<file path="src/rtl/puf_response_collector_if.sv">
// Bus between the PUF response collector and its environment: request, challenge/response, result.
interface puf_response_collector_if;
  localparam int unsigned CHAL_W = 64;
  localparam int unsigned ID_W   = 32;

  logic              start;
  logic [CHAL_W-1:0] seed;
  logic [CHAL_W-1:0] challenge;
  logic              response;
  logic              busy;
  logic              done;
  logic [ID_W-1:0]   id_out;
  logic              id_valid;

  // Environment side: issues requests, models the arbiter PUF, consumes the ID.
  modport master (
    output start, seed, response,
    input  challenge, busy, done, id_out, id_valid
  );

  // Collector side.
  modport slave (
    input  start, seed, response,
    output challenge, busy, done, id_out, id_valid
  );
endinterface

</file>
<file path="src/rtl/puf_response_collector.sv">
// Arbiter-PUF response collector: walks a 64-bit Galois LFSR of challenges, lets each
// challenge settle, samples the PUF response and packs 32 extracted bits into an ID.
// Build option: define PUF_MAJORITY_VOTE_EN to take VOTES samples per challenge and
// majority-vote them; otherwise a single sample per challenge is used directly.
module puf_response_collector #(
  parameter int unsigned SETTLE_CYCLES = 4,
  parameter int unsigned VOTES         = 5
) (
  input  logic                     clk,
  input  logic                     rst,
  puf_response_collector_if.slave  if_bus
);

  localparam int unsigned CHAL_W    = 64;
  localparam int unsigned ID_W      = 32;
  localparam int unsigned BIT_CNT_W = 5;
  localparam int unsigned SETTLE_W  = (SETTLE_CYCLES > 1) ? $clog2(SETTLE_CYCLES) : 1;
  localparam int unsigned VOTE_W    = $clog2(VOTES + 1);
`ifdef PUF_MAJORITY_VOTE_EN
  localparam int unsigned VOTES_EFF = VOTES;
`else
  localparam int unsigned VOTES_EFF = 1;
`endif
  // x^64+x^63+x^61+x^60+1 in right-shifting Galois form.
  localparam logic [CHAL_W-1:0] LFSR_TAPS = 64'hD800000000000000;

  typedef enum logic [2:0] {
    IDLE   = 3'd0,
    LOAD   = 3'd1,
    SETTLE = 3'd2,
    SAMPLE = 3'd3,
    SHIFT  = 3'd4,
    DONE   = 3'd5
  } state_e;

  state_e                r_state;
  state_e                w_next_state;
  logic [CHAL_W-1:0]     r_lfsr;
  logic [SETTLE_W-1:0]   r_settle_cnt;
  logic [VOTE_W-1:0]     r_vote_cnt;
  logic [VOTE_W-1:0]     r_ones;
  logic [BIT_CNT_W-1:0]  r_bit_cnt;
  logic [ID_W-1:0]       r_shift;
  logic [ID_W-1:0]       r_id_out;
  logic                  r_id_valid;
  logic                  r_done;
  logic                  r_busy;

  logic                  w_accept;
  logic                  w_sample;
  logic                  w_shift;
  logic                  w_finish;
  logic                  w_settle_last;
  logic                  w_votes_last;
  logic                  w_bit_last;
  logic                  w_bit_value;
  logic [CHAL_W-1:0]     w_seed_eff;
  logic [CHAL_W-1:0]     w_lfsr_step;

  assign w_settle_last = (r_settle_cnt == SETTLE_W'(SETTLE_CYCLES - 1));
  assign w_votes_last  = (r_vote_cnt == VOTE_W'(VOTES_EFF - 1));
  assign w_bit_last    = (r_bit_cnt == BIT_CNT_W'(ID_W - 1));
  assign w_bit_value   = (r_ones > VOTE_W'(VOTES_EFF / 2));
  assign w_seed_eff    = (if_bus.seed == '0) ? CHAL_W'(1) : if_bus.seed;
  assign w_lfsr_step   = {1'b0, r_lfsr[CHAL_W-1:1]} ^ (r_lfsr[0] ? LFSR_TAPS : '0);

  // State register.
  always_ff @(posedge clk or posedge rst) begin
    if (rst) begin
      r_state <= IDLE;
    end else begin
      r_state <= w_next_state;
    end
  end

  // Next-state logic and per-state datapath strobes.
  always_comb begin
    w_next_state = r_state;
    w_accept     = 1'b0;
    w_sample     = 1'b0;
    w_shift      = 1'b0;
    w_finish     = 1'b0;
    case (r_state)
      IDLE: begin
        if (if_bus.start) begin
          w_accept     = 1'b1;
          w_next_state = LOAD;
        end
      end
      LOAD: begin
        w_next_state = SETTLE;
      end
      SETTLE: begin
        if (w_settle_last) begin
          w_next_state = SAMPLE;
        end
      end
      SAMPLE: begin
        w_sample     = 1'b1;
        w_next_state = w_votes_last ? SHIFT : SETTLE;
      end
      SHIFT: begin
        w_shift      = 1'b1;
        w_next_state = w_bit_last ? DONE : SETTLE;
      end
      DONE: begin
        w_finish     = 1'b1;
        w_next_state = IDLE;
      end
      default: begin
        w_next_state = IDLE;
      end
    endcase
  end

  // Settle timer: counts cycles spent in SETTLE, restarts on every entry.
  always_ff @(posedge clk or posedge rst) begin
    if (rst) begin
      r_settle_cnt <= '0;
    end else if ((r_state == SETTLE) && !w_settle_last) begin
      r_settle_cnt <= r_settle_cnt + SETTLE_W'(1);
    end else begin
      r_settle_cnt <= '0;
    end
  end

  // Vote tally for the current challenge.
  always_ff @(posedge clk or posedge rst) begin
    if (rst) begin
      r_vote_cnt <= '0;
      r_ones     <= '0;
    end else if (w_accept || w_shift) begin
      r_vote_cnt <= '0;
      r_ones     <= '0;
    end else if (w_sample) begin
      r_vote_cnt <= r_vote_cnt + VOTE_W'(1);
      r_ones     <= r_ones + VOTE_W'(if_bus.response);
    end
  end

  // ID shift register and bit counter; first extracted bit ends up in the MSB.
  always_ff @(posedge clk or posedge rst) begin
    if (rst) begin
      r_bit_cnt <= '0;
      r_shift   <= '0;
    end else if (w_accept) begin
      r_bit_cnt <= '0;
      r_shift   <= '0;
    end else if (w_shift) begin
      r_bit_cnt <= r_bit_cnt + BIT_CNT_W'(1);
      r_shift   <= {r_shift[ID_W-2:0], w_bit_value};
    end
  end

  // Challenge LFSR: seeded on accept, advanced once per extracted bit.
  always_ff @(posedge clk or posedge rst) begin
    if (rst) begin
      r_lfsr <= '0;
    end else if (w_accept) begin
      r_lfsr <= w_seed_eff;
    end else if (w_shift) begin
      r_lfsr <= w_lfsr_step;
    end
  end

  // Result registers: held between extractions, valid dropped on a new request.
  always_ff @(posedge clk or posedge rst) begin
    if (rst) begin
      r_id_out   <= '0;
      r_id_valid <= 1'b0;
      r_done     <= 1'b0;
    end else begin
      r_done <= w_finish;
      if (w_accept) begin
        r_id_valid <= 1'b0;
      end else if (w_finish) begin
        r_id_out   <= r_shift;
        r_id_valid <= 1'b1;
      end
    end
  end

  // Busy tracks any non-IDLE state, aligned with the state register.
  always_ff @(posedge clk or posedge rst) begin
    if (rst) begin
      r_busy <= 1'b0;
    end else begin
      r_busy <= (w_next_state != IDLE);
    end
  end

  assign if_bus.challenge = r_lfsr;
  assign if_bus.busy      = r_busy;
  assign if_bus.done      = r_done;
  assign if_bus.id_out    = r_id_out;
  assign if_bus.id_valid  = r_id_valid;

endmodule

</file>
<file path="src/flat_wrapper.sv">
// flat-port wrapper written by rule: the top's interface ports become plain ports
module puf_response_collector_flat 
#(
  parameter int unsigned SETTLE_CYCLES = 4,
  parameter int unsigned VOTES         = 5
)
  (clk, rst, if_bus_start, if_bus_seed, if_bus_response, if_bus_challenge, if_bus_busy, if_bus_done, if_bus_id_out, if_bus_id_valid);
  puf_response_collector_if if_bus_i ();
  input  logic clk;
  input  logic rst;
  input wire logic [$bits(if_bus_i.start)-1:0] if_bus_start;
  input wire logic [$bits(if_bus_i.seed)-1:0] if_bus_seed;
  input wire logic [$bits(if_bus_i.response)-1:0] if_bus_response;
  output wire logic [$bits(if_bus_i.challenge)-1:0] if_bus_challenge;
  output wire logic [$bits(if_bus_i.busy)-1:0] if_bus_busy;
  output wire logic [$bits(if_bus_i.done)-1:0] if_bus_done;
  output wire logic [$bits(if_bus_i.id_out)-1:0] if_bus_id_out;
  output wire logic [$bits(if_bus_i.id_valid)-1:0] if_bus_id_valid;
  assign if_bus_i.start = if_bus_start;
  assign if_bus_i.seed = if_bus_seed;
  assign if_bus_i.response = if_bus_response;
  assign if_bus_challenge = if_bus_i.challenge;
  assign if_bus_busy = if_bus_i.busy;
  assign if_bus_done = if_bus_i.done;
  assign if_bus_id_out = if_bus_i.id_out;
  assign if_bus_id_valid = if_bus_i.id_valid;
  puf_response_collector #(.SETTLE_CYCLES(SETTLE_CYCLES), .VOTES(VOTES)) u_core (.clk(clk), .rst(rst), .if_bus(if_bus_i));
endmodule
</file>
<file path="config.mk">
export PLATFORM = sky130hd
export DESIGN_NAME = puf_response_collector_flat
export DESIGN_NICKNAME = d
export VERILOG_FILES = /design/src/rtl/puf_response_collector_if.sv /design/src/rtl/puf_response_collector.sv /design/src/flat_wrapper.sv
export SDC_FILE = /design/constraint.sdc
export NUM_CORES = 1
export LEC_CHECK = 0
export CAP_MARGIN = 20
export CORE_MARGIN = 2
export CORE_UTILIZATION = 35
export CTS_CLUSTER_DIAMETER = 80
export DETAILED_ROUTE_END_ITERATION = 16
export SLEW_MARGIN = 5
export SYNTH_ARGS = -nofsm -noshare
export SYNTH_HDL_FRONTEND = slang
export SYNTH_SLANG_ARGS = --single-unit
</file>
<file path="constraint.sdc">
create_clock -name clk -period 6.8 [get_ports clk]
set_input_delay 1.36 -clock clk [delete_from_list [all_inputs] [get_ports clk]]
set_output_delay 1.36 -clock clk [all_outputs]
set_load 0.02 [all_outputs]
</file>
==> flow_summary.yaml <==
status:
  status: "finished, final reports clean"
sta:
  fmax_ghz: 0.336
  worstMarginPinSlew_ns: 0.888
  period_share_pct: 43.7
  maxSlewViolCount: 0
  maxSlewHeadroom_pct: 40.8
  tns_ns: 0
  rsz0062_at_grt: "no"
  worst_slack_ns: 3.83
  finClkSkew_ns: 0.00915
  period_minus_slack_ns: 2.97
  hold_viol_final: 0
  finalSetupViolations: 0
cells_and_area:
  fill_cells: 1466
  areaGrowthSynthToFinish_pct: 40.6
  final_net_count: 761
  diodes: 0
  layout_common_cells: "166 x clkdlybuf4s50_1, 147 x dfrtp_1, 132 x nor2_1"
  mostFrequentLayoutCell: "clkdlybuf4s50_1"
  layout.cells.non_filler: 918
  final_cell_area_um2: 8430
  fin_util_pct: 50.7
  drive_gt1_share_pct: 10.7
logic_synthesis:
  synth.ff_latch_count: 147
  netlist-cell-type-count: 35
  avgSynthCellArea_um2: 11.2
  yosysSeqAreaShare_pct: 61.4
  yosys_warnings: 0
  synthCells: 533
  netlist_area_um2: 5990
  synth_fp_nets: 608
placement:
  dp.cells: 886
  dp_hpwl_um: 10600
  placed_area_um2: 7800
  place_ws_ns: 3.44
  gp_congestion: 0.823
  io_buffers: 166
flow_run:
  drv_cap: 0
floorplan:
  dieArea_um2: 18200
  start_util_pct: 36.0
  core_area_um2: 16600
  pin_count: 167
  fp.dieW_um: 135
  die_y_um: 135
  rows: 47
power:
  p_per_area_nw_per_um2: 420
  worst_ir_drop_vdd_mv: 0.250
  internal_power_mw: 2.30
  p_leak_nw: 3.71
  pwr-share-seq_pct: 37.2
  comb_power_share_pct: 35.7
  power.switching_mw: 1.24
  switching_share_pct: 35.1
  clkPwrFrac_pct: 27.1
detailed_routing:
  vias_per_cell: 5.20
  drcViolationCount: 0
  postRouteAntennaNets: 0
  wire_per_inst_um: 17.3
  wl_um: 15900
  num_vias: 4772
  drtIter0Drc: 207
  first_pass_iters: 4
setup_path:
  worstSetupStartpointType: "register"
  criticalPathCategory: "register to output pin"
  worstPathArrival_ns: 1.61
  critPathRequiredTime_ns: 5.44
  cpMaxStageDelayCell: "clkdlybuf4s50_1"
  cp-end-kind: "output pin"
  crit_family: "buffers and inverters"
  cp_max_fo: 6
  critPathBufInv: 1
  slowest_delay_ns: 0.69
  cp_cell_sequence: "clkdlybuf4s50_1"
clocking:
  path_clk_slew_ns: 0.05
  cts_buffer_depth: 2
  cts_made_buffers: 17
  cts_tree: "built"
  post_cts_buffers: 0
  clock-sinks: 147
  root_buffer: "clkbuf_16"
  hold_buffers: 0
  insertion_delay_ns: 0.41
  htree_num_levels: 4
  cts_resized: 0
hold_path:
  min_path_type: "register to register"
global_routing:
  antenna_found_initial: 0
  grt_pass1_vias: 4800
  grt_overflow: 0
  grt_use_met1_pct: 24.4
  grtUsageMet2_pct: 26.9
  grt_max_degree: 101
  grt_busiest_layer: "met2"
  grt_pass1_wl_um: 25700
  grt_use_total_pct: 18.0
  grt_use_met3_pct: 6.61
-- Yosys cell counts (all sizes together) --
library cell | instances | share of area (%)
o21ai | 12 | 1.0
mux2i | 5 | 0.83
dfrtp | 147 | 61
a32o | 1 | 0.17
clkbuf | 17 | 1.1
nor2b | 2 | 0.21
nor2 | 133 | 8.5
a21oi | 2 | 0.17
nand2 | 15 | 0.94
and3 | 1 | 0.10
nor4 | 14 | 1.5
xnor2 | 5 | 0.73
inv | 6 | 0.38
and4 | 1 | 0.15
o32ai | 1 | 0.15
a22o | 33 | 4.8
nand4 | 5 | 0.52
nand2b | 1 | 0.10
or4b | 1 | 0.23
or3b | 1 | 0.15
or3 | 1 | 0.10
xor2 | 1 | 0.15
mux2 | 32 | 6.0
nor4b | 1 | 0.15
a222oi | 1 | 0.17
buf | 21 | 2.1
or4 | 2 | 0.25
and3b | 1 | 0.15
o22ai | 60 | 6.3
ha | 7 | 1.5
nor3 | 3 | 0.25
-- area by class of cell --
cell class	instances	area, um2	share of cell area (%)
Sequential cell	147	3680	43.6
Multi-Input combinational cell	342	2120	25.2
Timing Repair Buffer	172	1720	20.4
Clock buffer	19	443	5.25
Tap cell	220	275	3.27
Clock inverter	12	163	1.93
Inverter	6	27.5	0.327
-- power groups by stage --
stage / clock network [mW] / registers [mW] / logic, mW
CTS: 0.983 / 1.32 / 1.27
detailed placement: 0 / 1.32 / 1.26
global placement: 0 / 1.32 / 1.25
finish: 0.961 / 1.32 / 1.26
global route: 1.02 / 1.35 / 1.36
floorplan: 0 / 1.49 / 0.512
-- stage by stage --
step           hold slack (ns)  total power [mW]
5_1_grt                  0.468              3.73
3_3_place_gp             0.427              2.56
3_5_place_dp             0.440              2.59
4_1_cts                  0.448              3.57
2_1_floorplan            0.415              2.00
6_report                 0.438              3.54
-- layer usage --
metal	vias up	routed length [um]
met3	16	1440
met4	0	183
met5	-	0
li1	2222	-
met2	186	7190
met1	2348	7090
-- state kept, by name, summed over array words and instances, names as in the netlist, 2 cells and up --
register	flops
u_core.r_vote_cnt	3
u_core.r_shift	32
u_core.r_state	3
u_core.r_settle_cnt	2
u_core.r_ones	3
u_core.r_bit_cnt	5
u_core.if_bus.challenge	64
u_core.if_bus.id_out	32
-- final timing paths --
kind | to | depth (start not counted) | slack, ns | from
max | if_bus_challenge[0] | 1 | 3.83 | u_core.if_bus.challenge[0]
min | u_core.r_settle_cnt[0] | 1 | 0.44 | u_core.r_settle_cnt[0]
max reg2reg | u_core.r_shift[31] | 4 | 4.75 | u_core.r_state[2]
min reg2reg | u_core.r_settle_cnt[0] | 1 | 0.44 | u_core.r_settle_cnt[0]
max in group asynchronous | u_core.r_shift[0] | 3 | 4.11 | rst
min in group asynchronous | u_core.if_bus.id_out[14] | 2 | 1.54 | rst
-- cell families after synthesis --
logic type / share of synthesized area [%]
AO/OA/AOI/OAI: 12.7
XOR/XNOR: 0.877
adder cells (fa/ha/maj): 1.46
buffers and inverters: 3.51
flip-flops: 61.4
multiplexers: 6.85
AND/OR/NAND/NOR: 13.2
No activity file was read; power rests on OpenSTA's default activity.
==> RTL edit 1: new RTL, config.mk and constraints unchanged <==
Add a define of `PUF_MAJORITY_VOTE_EN`.
--- a/src/rtl/puf_response_collector.sv
+++ b/src/rtl/puf_response_collector.sv
@@ -4,2 +4,4 @@
 // majority-vote them; otherwise a single sample per challenge is used directly.
+`define PUF_MAJORITY_VOTE_EN
+
 module puf_response_collector #(
Check against the original RTL: not equivalent (a bounded check fails within 10 cycles, from zero or initial values and one cycle with rst high).
==> RTL edit 1 against the original RTL <==
Sequential cell count stayed put. Total power is 4.2% lower. Clock power is 2.9% lower. Wire length is 2.9% lower. Critical path type is now input port to flip-flop. Non-clock buffer count is 1 lower. Highest routed layer unchanged. Design area hardly changed. Synthesized area is 0.10% lower. Setup slack worse by 84 ps. Largest power group unchanged.
==> RTL edit 1: results (changes against the original RTL) <==
| Metric | Value |
|---|---|
| Crit path arrival time | `3400 ps (+1790 ps)` |
| Drt total wl | `15.4 mm (-2.9%)` |
| Slew Limit Headroom | `43.6% (+2.8 points)` |
| Largest net degree at the start of global routing | `96 (-5.0%)` |
| Initial DRC Count | `266 (+29%)` |
| WHS Endpoint | `u_core.r_settle_cnt[0]` |
| First drt pass iteration count | `5 (+1)` |
| Port Buffer Count | `166 (unchanged)` |
| Initial antenna violation count | `0 (unchanged)` |
| Post-Place Cell Area | `7790 µm² (-0.18%)` |
| Finish-stage setup viols | `0 (unchanged)` |
| Placer Congestion | `0.821 (-0.27%)` |
| Vias per cell | `5.21 (+0.22%)` |
| Syn nets | `605 (-0.49%)` |
| Fin Hold WS | `439 ps (+0.268 ps)` |
| Largest cells by area after synthesis | `dfrtp_1 61%, nor2_1 8.3%, o22ai_1 6.3%, mux2_2 6.0%, a22o_1 4.8%` |
| Reg2Reg Launch Point | `u_core.r_state[2]` |
| Post-synthesis compound-gate area fraction | `13.0% (+0.22 points)` |
| Via count | `4767 (-0.10%)` |
| Yosys Warn Count | `0 (unchanged)` |
| Inst Count DP | `882 (-0.45%)` |
| Synth Area in Adders | `1.46% (+0.0015 points)` |
| Nets | `758 (-0.39%)` |
| Worst skew pair latency | `410 ps (about the same)` |
| H-tree level count | `4 (unchanged)` |
| Mux contribution to synthesized area | `6.85% (+0.0072 points)` |
| Psw | `1.16 mW (-6.4%)` |
| Status | `finished, final reports clean` |
| Xor/xnor cell area share of the yosys netlist | `0.878% (+0.00092 points)` |
| Antenna Cells | `0 (unchanged)` |
| Synth unique cells | `37 (+5.7%)` |
| First-pass GRT wire length | `25.2 mm (-2.1%)` |
| Clock Path Buffers | `2 (unchanged)` |
| Hold Crit Start | `u_core.r_settle_cnt[0]` |
| R2R Setup Slk | `4700 ps (-50 ps)` |
| Max FFs per register | `64 (unchanged)` |
| HP Class | `flip-flop to flip-flop` |
| Layout cells sized above 1 | `10.8% (+0.046 points)` |
| DPL Wire Length | `10.5 mm (-0.70%)` |
| Place WS | `3350 ps (-91.9 ps)` |
| Leakage | `3.69 nW (-0.68%)` |
| Total GRT Usage | `17.8% (-0.25 points)` |
| Syn Inst Count | `530 (-0.56%)` |
| Reg2reg path depth | `4 (unchanged)` |
| Fill cells | `1463 (-0.20%)` |
| Resized cells post-CTS | `0 (unchanged)` |
| Clock Tree Root | `clkbuf_16` |
| Register clock-pin slew on the reported worst setup and hold paths | `60 ps` |
| Sequential share of the synthesized area | `61.4% (+0.064 points)` |
| Commonest cells in the netlist | `147 x dfrtp_1, 132 x nor2_1, 60 x o22ai_1` |
| Hold Path Cell Cnt | `1 (unchanged)` |
| Period utilisation layout | `45.0% (+1.2 points)` |
| FF-to-FF End | `u_core.if_bus.challenge[0]` |
| Peak fanout along the critical path | `69 (+63)` |
| Num CTS Buffers | `17 (unchanged)` |
| VDD IR-drop max | `0.000228 V (-8.8%)` |
| Clk_skew | `4.77 ps (-4.38 ps)` |
==> RTL edit 1: how the worst max path moves through the flow <==
stage                                     startpoint                     endpoint  slack (ps)  cells after the start
after floorplan                                  rst           u_core.if_bus.busy        1490                      1
after global placement                  if_bus_start   u_core.if_bus.challenge[0]        3380                      5
after detailed placement                if_bus_start   u_core.if_bus.challenge[0]        3350                      5
after CTS                 u_core.if_bus.challenge[0]          if_bus_challenge[0]        3740                      1
after global routing                    if_bus_start  u_core.if_bus.challenge[51]        3640                      6
final                                   if_bus_start   u_core.if_bus.challenge[0]        3740                      5
==> RTL edit 1: power by group through the flow <==
stage	Sequential, mW	Clock [mW]	Combinational, mW
6_report	1.31	0.933	1.14
5_1_grt	1.34	0.994	1.24
4_1_cts	1.31	0.952	1.15
3_5_place_dp	1.32	0	1.15
3_3_place_gp	1.32	0	1.12
2_1_floorplan	1.49	0	0.416
==> RTL edit 1: critical path: stages <==
cell and delay (ps):
clkdlybuf4s50_1 580, or4b_4 850, nor2_4 240, nand4_1 160
o21ai_1 170
==> RTL edit 1: area by class of cell <==
cell class / count / area [µm²] / share of cell area, %
flip-flops and latches: 147 / 3680 / 43.7
clock buffers: 18 / 429 / 5.09
multi-input cells: 341 / 2130 / 25.3
inverters: 5 / 23.8 / 0.282
well taps: 220 / 275 / 3.27
repair buffers: 171 / 1730 / 20.5
clock inverters: 13 / 161 / 1.92
==> RTL edit 1: routing by layer <==
layer / wire length [µm] / global-route usage [%] / share of wire, % / vias to the layer above
met5: 0 / 0 / 0 / -
met4: 280 / 6.73 / 1.8 / 0
met3: 1380 / 6.49 / 9.0 / 23
met2: 7080 / 26.8 / 46 / 196
met1: 6700 / 23.5 / 43 / 2335
li1: - / - / - / 2213
==> RTL edit 2: new RTL, same flow settings <==
Made on the original files. Re-encode `state_e` (6 states) as one-hot, 6 bits wide.
--- a/src/rtl/puf_response_collector.sv
+++ b/src/rtl/puf_response_collector.sv
@@ -26,9 +26,9 @@
 
-  typedef enum logic [2:0] {
-    IDLE   = 3'd0,
-    LOAD   = 3'd1,
-    SETTLE = 3'd2,
-    SAMPLE = 3'd3,
-    SHIFT  = 3'd4,
-    DONE   = 3'd5
+  typedef enum logic [5:0] {
+    IDLE   = 6'b000001,
+    LOAD   = 6'b000010,
+    SETTLE = 6'b000100,
+    SAMPLE = 6'b001000,
+    SHIFT  = 6'b010000,
+    DONE   = 6'b100000
   } state_e;
Formal check against the unedited RTL: no difference found for any inputs over 4 cycles, from zero or initial values and one cycle with rst high; so few cycles prove little.
==> RTL edit 2 against the original RTL <==
Design area up 6.8%. Via count up 12%. Hold slack worse by 3.2 ps. Synthesized area is 10% higher. Setup slack improved by 23 ps. Total power shrank 4.0%. Sequential cell count is 3 higher. Wire length grew 5.5%. Critical endpoint is now u_core.if_bus.challenge[0]. Highest routed layer unchanged.
==> RTL edit 2: results (changes against the original RTL) <==
| Metric | Value |
|---|---|
| Status | `finished, final reports clean` |
| Register area | `3750 µm² (+2.1%)` |
| Num CTS Buffers | `17 (unchanged)` |
| Commonest cells in the netlist | `196 x nand2_1, 149 x dfrtp_1, 76 x nor2_1` |
| CP max stage delay | `750 ps (+60 ps)` |
| Reg2Reg Launch Point | `u_core.r_state[3]` |
| Critical path endpoint | `u_core.if_bus.challenge[0]` |
| Resized cells post-CTS | `0 (unchanged)` |
| Non-CTS buffers | `171 (-0.58%)` |
| Initial DRC Count | `232 (+12%)` |
| Post-synthesis compound-gate area fraction | `9.60% (-3.1 points)` |
| Fill cells | `1765 (+20%)` |
| Vias in the first global route | `5174 (+7.8%)` |
| Seq cells | `150 (+2.0%)` |
| Fin Hold WS | `435 ps (-3.19 ps)` |
| Leakage | `3.99 nW (+7.5%)` |
| Period utilisation layout | `43.4% (-0.34 points)` |
| HP Class | `flip-flop to flip-flop` |
| Via count | `5366 (+12%)` |
| Layout cells sized above 1 | `9.39% (-1.4 points)` |
| Clk_skew | `10.7 ps (+1.52 ps)` |
| Synth unique cells | `38 (+8.6%)` |
| Syn nets | `759 (+25%)` |
| Register clock-pin slew on the reported worst setup and hold paths | `60 ps` |
| Largest cells by area after synthesis | `dfrtp_1 56%, nand2_1 11%, a31oi_1 5.7%, mux2_2 5.6%, nor2_1 4.3%` |
| Worst-path cell with the longest stage delay | `buf_4` |
| Port Buffer Count | `166 (unchanged)` |
| Initial antenna violation count | `0 (unchanged)` |
| Multi-input logic area | `2570 µm² (+21%)` |
| Nets | `903 (+19%)` |
| FF-to-FF End | `u_core.if_bus.challenge[0]` |
| Reg2reg path depth | `5 (+1)` |
| Crit path arrival time | `3190 ps (+1580 ps)` |
| Clk tree area frac | `6.81% (-0.37 points)` |
| Post-cts hold buffer count | `0 (unchanged)` |
| Fraction of area in registers | `41.7% (-1.9 points)` |
| Place WS | `3280 ps (-160 ps)` |
| Drt total wl | `16.8 mm (+5.5%)` |
| Buffer share of cell area | `19.3% (-1.1 points)` |
| Xor/xnor cell area share of the yosys netlist | `1.32% (+0.45 points)` |
| Synth Area in Adders | `1.32% (-0.14 points)` |
| DPL Wire Length | `10.8 mm (+1.5%)` |
| First-pass GRT wire length | `27.5 mm (+6.9%)` |
| Worst-Margin Slew | `895 ps (+7.30 ps)` |
| Post-Place Cell Area | `8340 µm² (+6.8%)` |
| Crit. Startpoint | `if_bus_start` |
| R2R Setup Slk | `4010 ps (-740 ps)` |
| Net Sw Frac | `35.2% (+0.038 points)` |
| Placer Congestion | `0.778 (-5.5%)` |
| #MultiIn Comb | `479 (+40%)` |
| Mux contribution to synthesized area | `6.07% (-0.77 points)` |
| Peak fanout along the critical path | `96 (+90)` |
| Top cell type's share of synthesized area | `56.4% (-5.0 points)` |
| Total GRT Usage | `17.4% (-0.65 points)` |
| First drt pass iteration count | `4 (unchanged)` |
| VDD IR-drop max | `0.000191 V (-24%)` |
| Post-CTS Repair Setup Buffers | `0 (unchanged)` |
| Post-DRT Antenna Nets | `0 (unchanged)` |
| Sequential share of the synthesized area | `56.8% (-4.6 points)` |
-- RTL edit 2: cell types whose count changed after synthesis, sizes merged, moves of 9 or more --
cell and delta:
nand3 +9, a22o -33, nand2 +181, buf +10
nor2 -57, o22ai -60, a31oi +60, a21oi +33
-- RTL edit 2: per-layer routing --
metal	GRT usage (%)	vias to the layer above	share of wire [%]
met2	26.5	124	46
met4	4.05	0	1.0
met5	0	-	0
li1	-	2610	-
met3	6.55	12	6.6
met1	23.7	2620	46
-- RTL edit 2: metrics by stage --
stage	std cells	utilization, %
final	1075	48.3
after global routing	1075	48.3
after global placement	1041	44.7
after floorplan	684	-
after CTS	1073	48.0
after detailed placement	1041	44.7
-- RTL edit 2: power by group through the flow --
stage               clock network (mW)  registers (mW)  logic, mW
floorplan                            0            1.46      0.443
global placement                     0            1.29       1.14
detailed placement                   0            1.29       1.15
CTS                               1.00            1.28       1.16
global route                      1.05            1.31       1.24
finish                           0.980            1.28       1.14
